### src/rtl/mem_port_arbiter_pkg.sv
// Shared types and default constants for the two-requester memory port arbiter.
package mem_port_arbiter_pkg;

  typedef enum logic [1:0] {
    ST_IDLE   = 2'd0,
    ST_BUSY_I = 2'd1,
    ST_BUSY_D = 2'd2,
    ST_DONE   = 2'd3
  } state_t;

  typedef enum logic {
    OWN_FETCH = 1'b0,
    OWN_DATA  = 1'b1
  } owner_t;

  localparam int DEF_ADDR_W  = 8;
  localparam int DEF_DATA_W  = 32;
  localparam int DEF_TIMEOUT = 16;

  // A lone requester always wins; on a tie the one not granted last time wins.
  function automatic owner_t pick_owner(input logic if_req, input logic d_req,
                                        input owner_t last_grant);
    if (if_req && d_req)
      return (last_grant == OWN_DATA) ? OWN_FETCH : OWN_DATA;
    else if (d_req)
      return OWN_DATA;
    else
      return OWN_FETCH;
  endfunction

endpackage

### src/rtl/mem_port_arbiter.sv
// Arbitrates a fetch port and a data port onto one memory port, with a BUSY
// timeout that aborts a stalled access and flags err alongside the ack.
module mem_port_arbiter
  import mem_port_arbiter_pkg::*;
#(
  parameter int ADDR_W  = DEF_ADDR_W,
  parameter int DATA_W  = DEF_DATA_W,
  parameter int TIMEOUT = DEF_TIMEOUT
) (
  input  logic              clk,
  input  logic              reset,
  input  logic              if_req,
  input  logic [ADDR_W-1:0] if_addr,
  output logic [DATA_W-1:0] if_rdata,
  output logic              if_ack,
  input  logic              d_req,
  input  logic              d_we,
  input  logic [ADDR_W-1:0] d_addr,
  input  logic [DATA_W-1:0] d_wdata,
  output logic [DATA_W-1:0] d_rdata,
  output logic              d_ack,
  output logic              mem_en,
  output logic              mem_we,
  output logic [ADDR_W-1:0] mem_addr,
  output logic [DATA_W-1:0] mem_wdata,
  input  logic [DATA_W-1:0] mem_rdata,
  input  logic              mem_ready,
  output logic              err
);

  localparam int CNT_W = $clog2(TIMEOUT + 1);
  localparam logic [CNT_W-1:0] CNT_LAST = CNT_W'(TIMEOUT - 1);

  state_t           state, state_nxt;
  owner_t           last_grant;
  owner_t           grant_owner;
  logic [CNT_W-1:0] cnt;

  logic grant_valid, busy, finish, expired;
  logic capture_if, capture_d;
  logic [DATA_W-1:0] capture_val;
  logic nxt_mem_en, nxt_if_ack, nxt_d_ack, nxt_err;

  assign busy        = (state == ST_BUSY_I) || (state == ST_BUSY_D);
  assign grant_valid = (state == ST_IDLE) && (if_req || d_req);
  assign grant_owner = pick_owner(if_req, d_req, last_grant);
  assign finish      = busy && (mem_ready || (cnt == CNT_LAST));
  assign expired     = busy && !mem_ready && (cnt == CNT_LAST);
  assign capture_val = mem_ready ? mem_rdata : '0;
  // A store never writes back into d_rdata, even when it is aborted.
  assign capture_if  = (state == ST_BUSY_I) && finish;
  assign capture_d   = (state == ST_BUSY_D) && finish && !mem_we;

  always_ff @(posedge clk or posedge reset) begin
    if (reset) state <= ST_IDLE;
    else       state <= state_nxt;
  end

  always_comb begin
    state_nxt = state;
    case (state)
      ST_IDLE: begin
        if (grant_valid)
          state_nxt = (grant_owner == OWN_FETCH) ? ST_BUSY_I : ST_BUSY_D;
      end
      ST_BUSY_I, ST_BUSY_D: begin
        if (finish) state_nxt = ST_DONE;
      end
      ST_DONE: state_nxt = ST_IDLE;
      default: state_nxt = ST_IDLE;
    endcase
  end

  // Next values of the registered strobes, derived from the transition taken.
  always_comb begin
    nxt_mem_en = (state_nxt == ST_BUSY_I) || (state_nxt == ST_BUSY_D);
    nxt_if_ack = (state == ST_BUSY_I) && finish;
    nxt_d_ack  = (state == ST_BUSY_D) && finish;
    nxt_err    = expired;
  end

  always_ff @(posedge clk or posedge reset) begin
    if (reset) begin
      mem_en <= 1'b0;
      if_ack <= 1'b0;
      d_ack  <= 1'b0;
      err    <= 1'b0;
    end else begin
      mem_en <= nxt_mem_en;
      if_ack <= nxt_if_ack;
      d_ack  <= nxt_d_ack;
      err    <= nxt_err;
    end
  end

  always_ff @(posedge clk or posedge reset) begin
    if (reset) begin
      cnt <= '0;
    end else if (grant_valid) begin
      cnt <= '0;
    end else if (busy && (cnt != CNT_LAST)) begin
      cnt <= cnt + 1'b1;
    end
  end

  always_ff @(posedge clk or posedge reset) begin
    if (reset) begin
      last_grant <= OWN_DATA;
      mem_we     <= 1'b0;
      mem_addr   <= '0;
      mem_wdata  <= '0;
    end else if (grant_valid) begin
      last_grant <= grant_owner;
      if (grant_owner == OWN_FETCH) begin
        mem_we    <= 1'b0;
        mem_addr  <= if_addr;
        mem_wdata <= '0;
      end else begin
        mem_we    <= d_we;
        mem_addr  <= d_addr;
        mem_wdata <= d_wdata;
      end
    end
  end

  always_ff @(posedge clk or posedge reset) begin
    if (reset) begin
      if_rdata <= '0;
      d_rdata  <= '0;
    end else begin
      if (capture_if) if_rdata <= capture_val;
      if (capture_d)  d_rdata  <= capture_val;
    end
  end

endmodule

### config.mk
export PLATFORM = sky130hd
export DESIGN_NAME = mem_port_arbiter
export DESIGN_NICKNAME = d
export VERILOG_FILES = /design/src/rtl/mem_port_arbiter_pkg.sv /design/src/rtl/mem_port_arbiter.sv
export SDC_FILE = /design/constraint.sdc
export NUM_CORES = 1
export LEC_CHECK = 0
export ABC_AREA = 1
export ABC_CLOCK_PERIOD_IN_PS = 3500
export CAP_MARGIN = 25
export CORE_ASPECT_RATIO = 1.75
export CORE_MARGIN = 2
export CORE_UTILIZATION = 40
export CTS_BUF_LIST = sky130_fd_sc_hd__clkbuf_4 sky130_fd_sc_hd__clkbuf_8
export DETAILED_ROUTE_END_ITERATION = 12
export PLACE_DENSITY = 0.78
export SLEW_MARGIN = 20
export SYNTH_ARGS = -nofsm -noshare
export SYNTH_HDL_FRONTEND = slang
export SYNTH_SLANG_ARGS = --single-unit
### constraint.sdc
create_clock -name clk -period 3.5 [get_ports clk]
set_input_delay 0.7 -clock clk [delete_from_list [all_inputs] [get_ports clk]]
set_output_delay 0.7 -clock clk [all_outputs]
set_load 0.02 [all_outputs]
==> results.py <==
metrics = {
    "finish": {
        "final_nets": 787,
        "final_util_pct": 61.19,
        "finalInstanceArea_um2": 7345,
        "antenna_cells": 0,
        "area_delta_synth_final_pct": 49.90,
        "layout-drive-gt1-share_pct": 15.25,
    },
    "drt": {
        "drc": 0,
        "via_per_inst": 4.691,
        "wl_per_cell_um": 14.01,
        "initialDrtViolationCount": 154,
        "vias": 4095,
        "antenna_left": 0,
        "drt-total-wl_um": 12230,
        "dr.pass1.iters": 4,
    },
    "logic_synthesis": {
        "ys_seq_elements": 117,
        "synth_top_area_share_pct": 59.24,
        "synth_area_um2": 4900,
        "synth_edf_count": 0,
        "synth_common_cells": "nand2_1 (125), dfrtp_1 (116), o21ai_1 (54), inv_1 (44), o21ai_2 (32)",
        "synth.yosys.seq_area_share_pct": 59.78,
        "synth_nets": 594,
        "synth_ff_type": "dfrtp_1",
        "yosys_warnings": 0,
        "synth_cells": 502,
        "synthDistinctLibCells": 26,
        "synth.area.top_cells": "dfrtp_1 (59%), nand2_1 (9.6%), o21ai_2 (5.7%)",
        "synth_most_common_cell": "nand2_1",
        "yosys.area.top_type": "dfrtp_1",
        "avgSynthCellArea_um2": 9.760,
        "ys_async_sr_fraction_pct": 100.0,
    },
    "global_routing": {
        "grt_usage_pct": 19.70,
        "antenna_found_initial": 0,
        "grt_max_degree": 118,
        "grt_pass1_wl_um": 20130,
        "grt_pass1_vias": 4236,
        "overflow": 0,
    },
    "setup_path": {
        "rr_startpoint": "cnt[0]",
        "path_class": "register to register",
        "crit_required_ps": 3770,
        "worstSetupStartpoint": "cnt[0]",
        "crit_end": "d_rdata[5]",
        "end_kind": "register",
        "r2r_end": "d_rdata[5]",
        "ff2ff_setup_slack_ps": 1140,
        "crit_arrival_ps": 2630,
        "rr_worst_depth": 9,
        "crit_fanout": 64,
        "cp-start-kind": "register",
    },
    "flow_run": {
        "maxCapViolCount": 0,
    },
    "clock_tree": {
        "cts_resized": 0,
        "cts.sinks": 117,
        "clk_pin_slew_ps": 70,
        "postCtsSetupRepairBufs": 0,
        "cts-htree-levels": 4,
        "cts_tree": "done",
        "clock_path_buffers": 2,
        "hold_buffers": 0,
        "cts_root_buf": "clkbuf_8",
        "cts_buffers": 17,
        "clk_latency_ps": 420,
    },
    "power_and_ir_drop": {
        "power_w": 0.006734,
        "irDropWorstVdd_v": 0.0004050,
        "p_leak_nw": 3.321,
        "p_per_area_nw_per_um2": 916.9,
    },
    "timing": {
        "slew-limit-headroom_pct": 33.63,
        "rsz0062_at_grt": "false",
        "fin_crit_ps": 2362,
        "maxSlewViolCount": 0,
        "fin_hold_ws_ps": 473.7,
        "hold_viol": 0,
        "fin_crit_sh_pct": 67.50,
        "finalSetupViolCount": 0,
        "max_freq_mhz": 423.3,
        "setup_tns_ps": 0,
        "clock_skew_ps": 10.18,
        "worstMarginPinSlew_ps": 994.7,
    },
    "floorplan": {
        "dieArea_um2": 13190,
        "die_w_um": 87.67,
        "start_util_pct": 40.82,
        "io_pins": 195,
        "num_rows": 53,
        "core_um2": 12000,
        "die_h_um": 150.4,
    },
    "placed_design": {
        "gp_congestion": 0.8063,
        "hpwl_um": 8883,
        "post_dp_cell_area_um2": 6940,
        "buffer_ports.inserted": 194,
    },
    "hold_path": {
        "min_from": "last_grant",
        "hold_class": "register to register",
    },
    "run_status": {
        "outcome": "completed",
    },
}
[metal layers]
metal / up-vias / wire length [um] / GRT usage (%) / part of all wire [%]
met5: - / 0 / 0 / 0
met3: 16 / 859 / 6.140 / 7.0
met1: 1927 / 4634 / 21.36 / 38
met4: 0 / 220 / 7.000 / 1.8
li1: 1990 / - / - / -
met2: 162 / 6515 / 35.38 / 53
[cells by family (layout without fill, tap and decap cells)]
family          after synthesis  in the layout  synth area share, %
compound gates              120            120                14.81
xor+xnor                      1              1               0.1788
fa+ha+maj                     6              6                1.532
buf+inv                      71            277                6.946
flops                       117            117                59.78
simple gates                187            187                16.75
[how the worst min path moves through the flow]
stage,slack [ps],endpoint,depth (start not counted)
after floorplan,440,last_grant,2
after global placement,450,last_grant,2
after detailed placement,470,last_grant,2
after CTS,480,last_grant,2
after global routing,500,last_grant,2
final,470,last_grant,2
[state kept, by name, summed over array words and instances (netlist names), 2 cells and up]
| name | cells |
|---|---|
| if_rdata | 32 |
| state | 2 |
| mem_addr | 8 |
| d_rdata | 32 |
| cnt | 5 |
| mem_wdata | 32 |
[critical path: stages, from the launching register on]
cell	delay (ps)
dfrtp_1	380
ha_1	190
inv_1	60
nor3_1	150
ha_1	250
nor2_4	70
nor3b_4	220
nand2_4	550
nand2_1	260
o21ai_2	70
[final cells by class]
class	instances	area (um^2)
multi-input cells	314	1637
well taps	165	206.4
flip-flops and latches	117	2929
clock buffers	19	255.2
repair buffers	199	1992
inverters	46	176.4
fillers	1024	4658
clock inverters	13	148.9
[cell usage in the layout, fill, tap and decap left out, drive strengths merged, types with 5 or more instances in the layout]
| master | synthesis | final |
|---|---|---|
| dfrtp | 116 | 116 |
| clkinv | 0 | 6 |
| clkbuf | 5 | 19 |
| o21ai | 117 | 117 |
| nor2 | 21 | 21 |
| buf | 20 | 5 |
| clkdlybuf4s50 | 0 | 194 |
| nand2 | 154 | 154 |
| ha | 6 | 6 |
| inv | 46 | 48 |
| nand3 | 7 | 7 |
[through the flow]
stage                     cells  worst slack, ps
after floorplan             502             1373
after global placement      841            965.6
after detailed placement    841            904.5
after CTS                   873             1110
after global routing        873            980.0
final                       873             1138
[where the power goes]
part           leakage [nW]  switching, W  internal, W  total, W
combinational          1.59       0.00174      0.00146   0.00319
sequential             1.53      0.000355      0.00195   0.00231
clock                 0.202      0.000566     0.000670   0.00124
total                  3.32       0.00266      0.00408   0.00673
No activity file was read; power rests on OpenSTA's default activity.
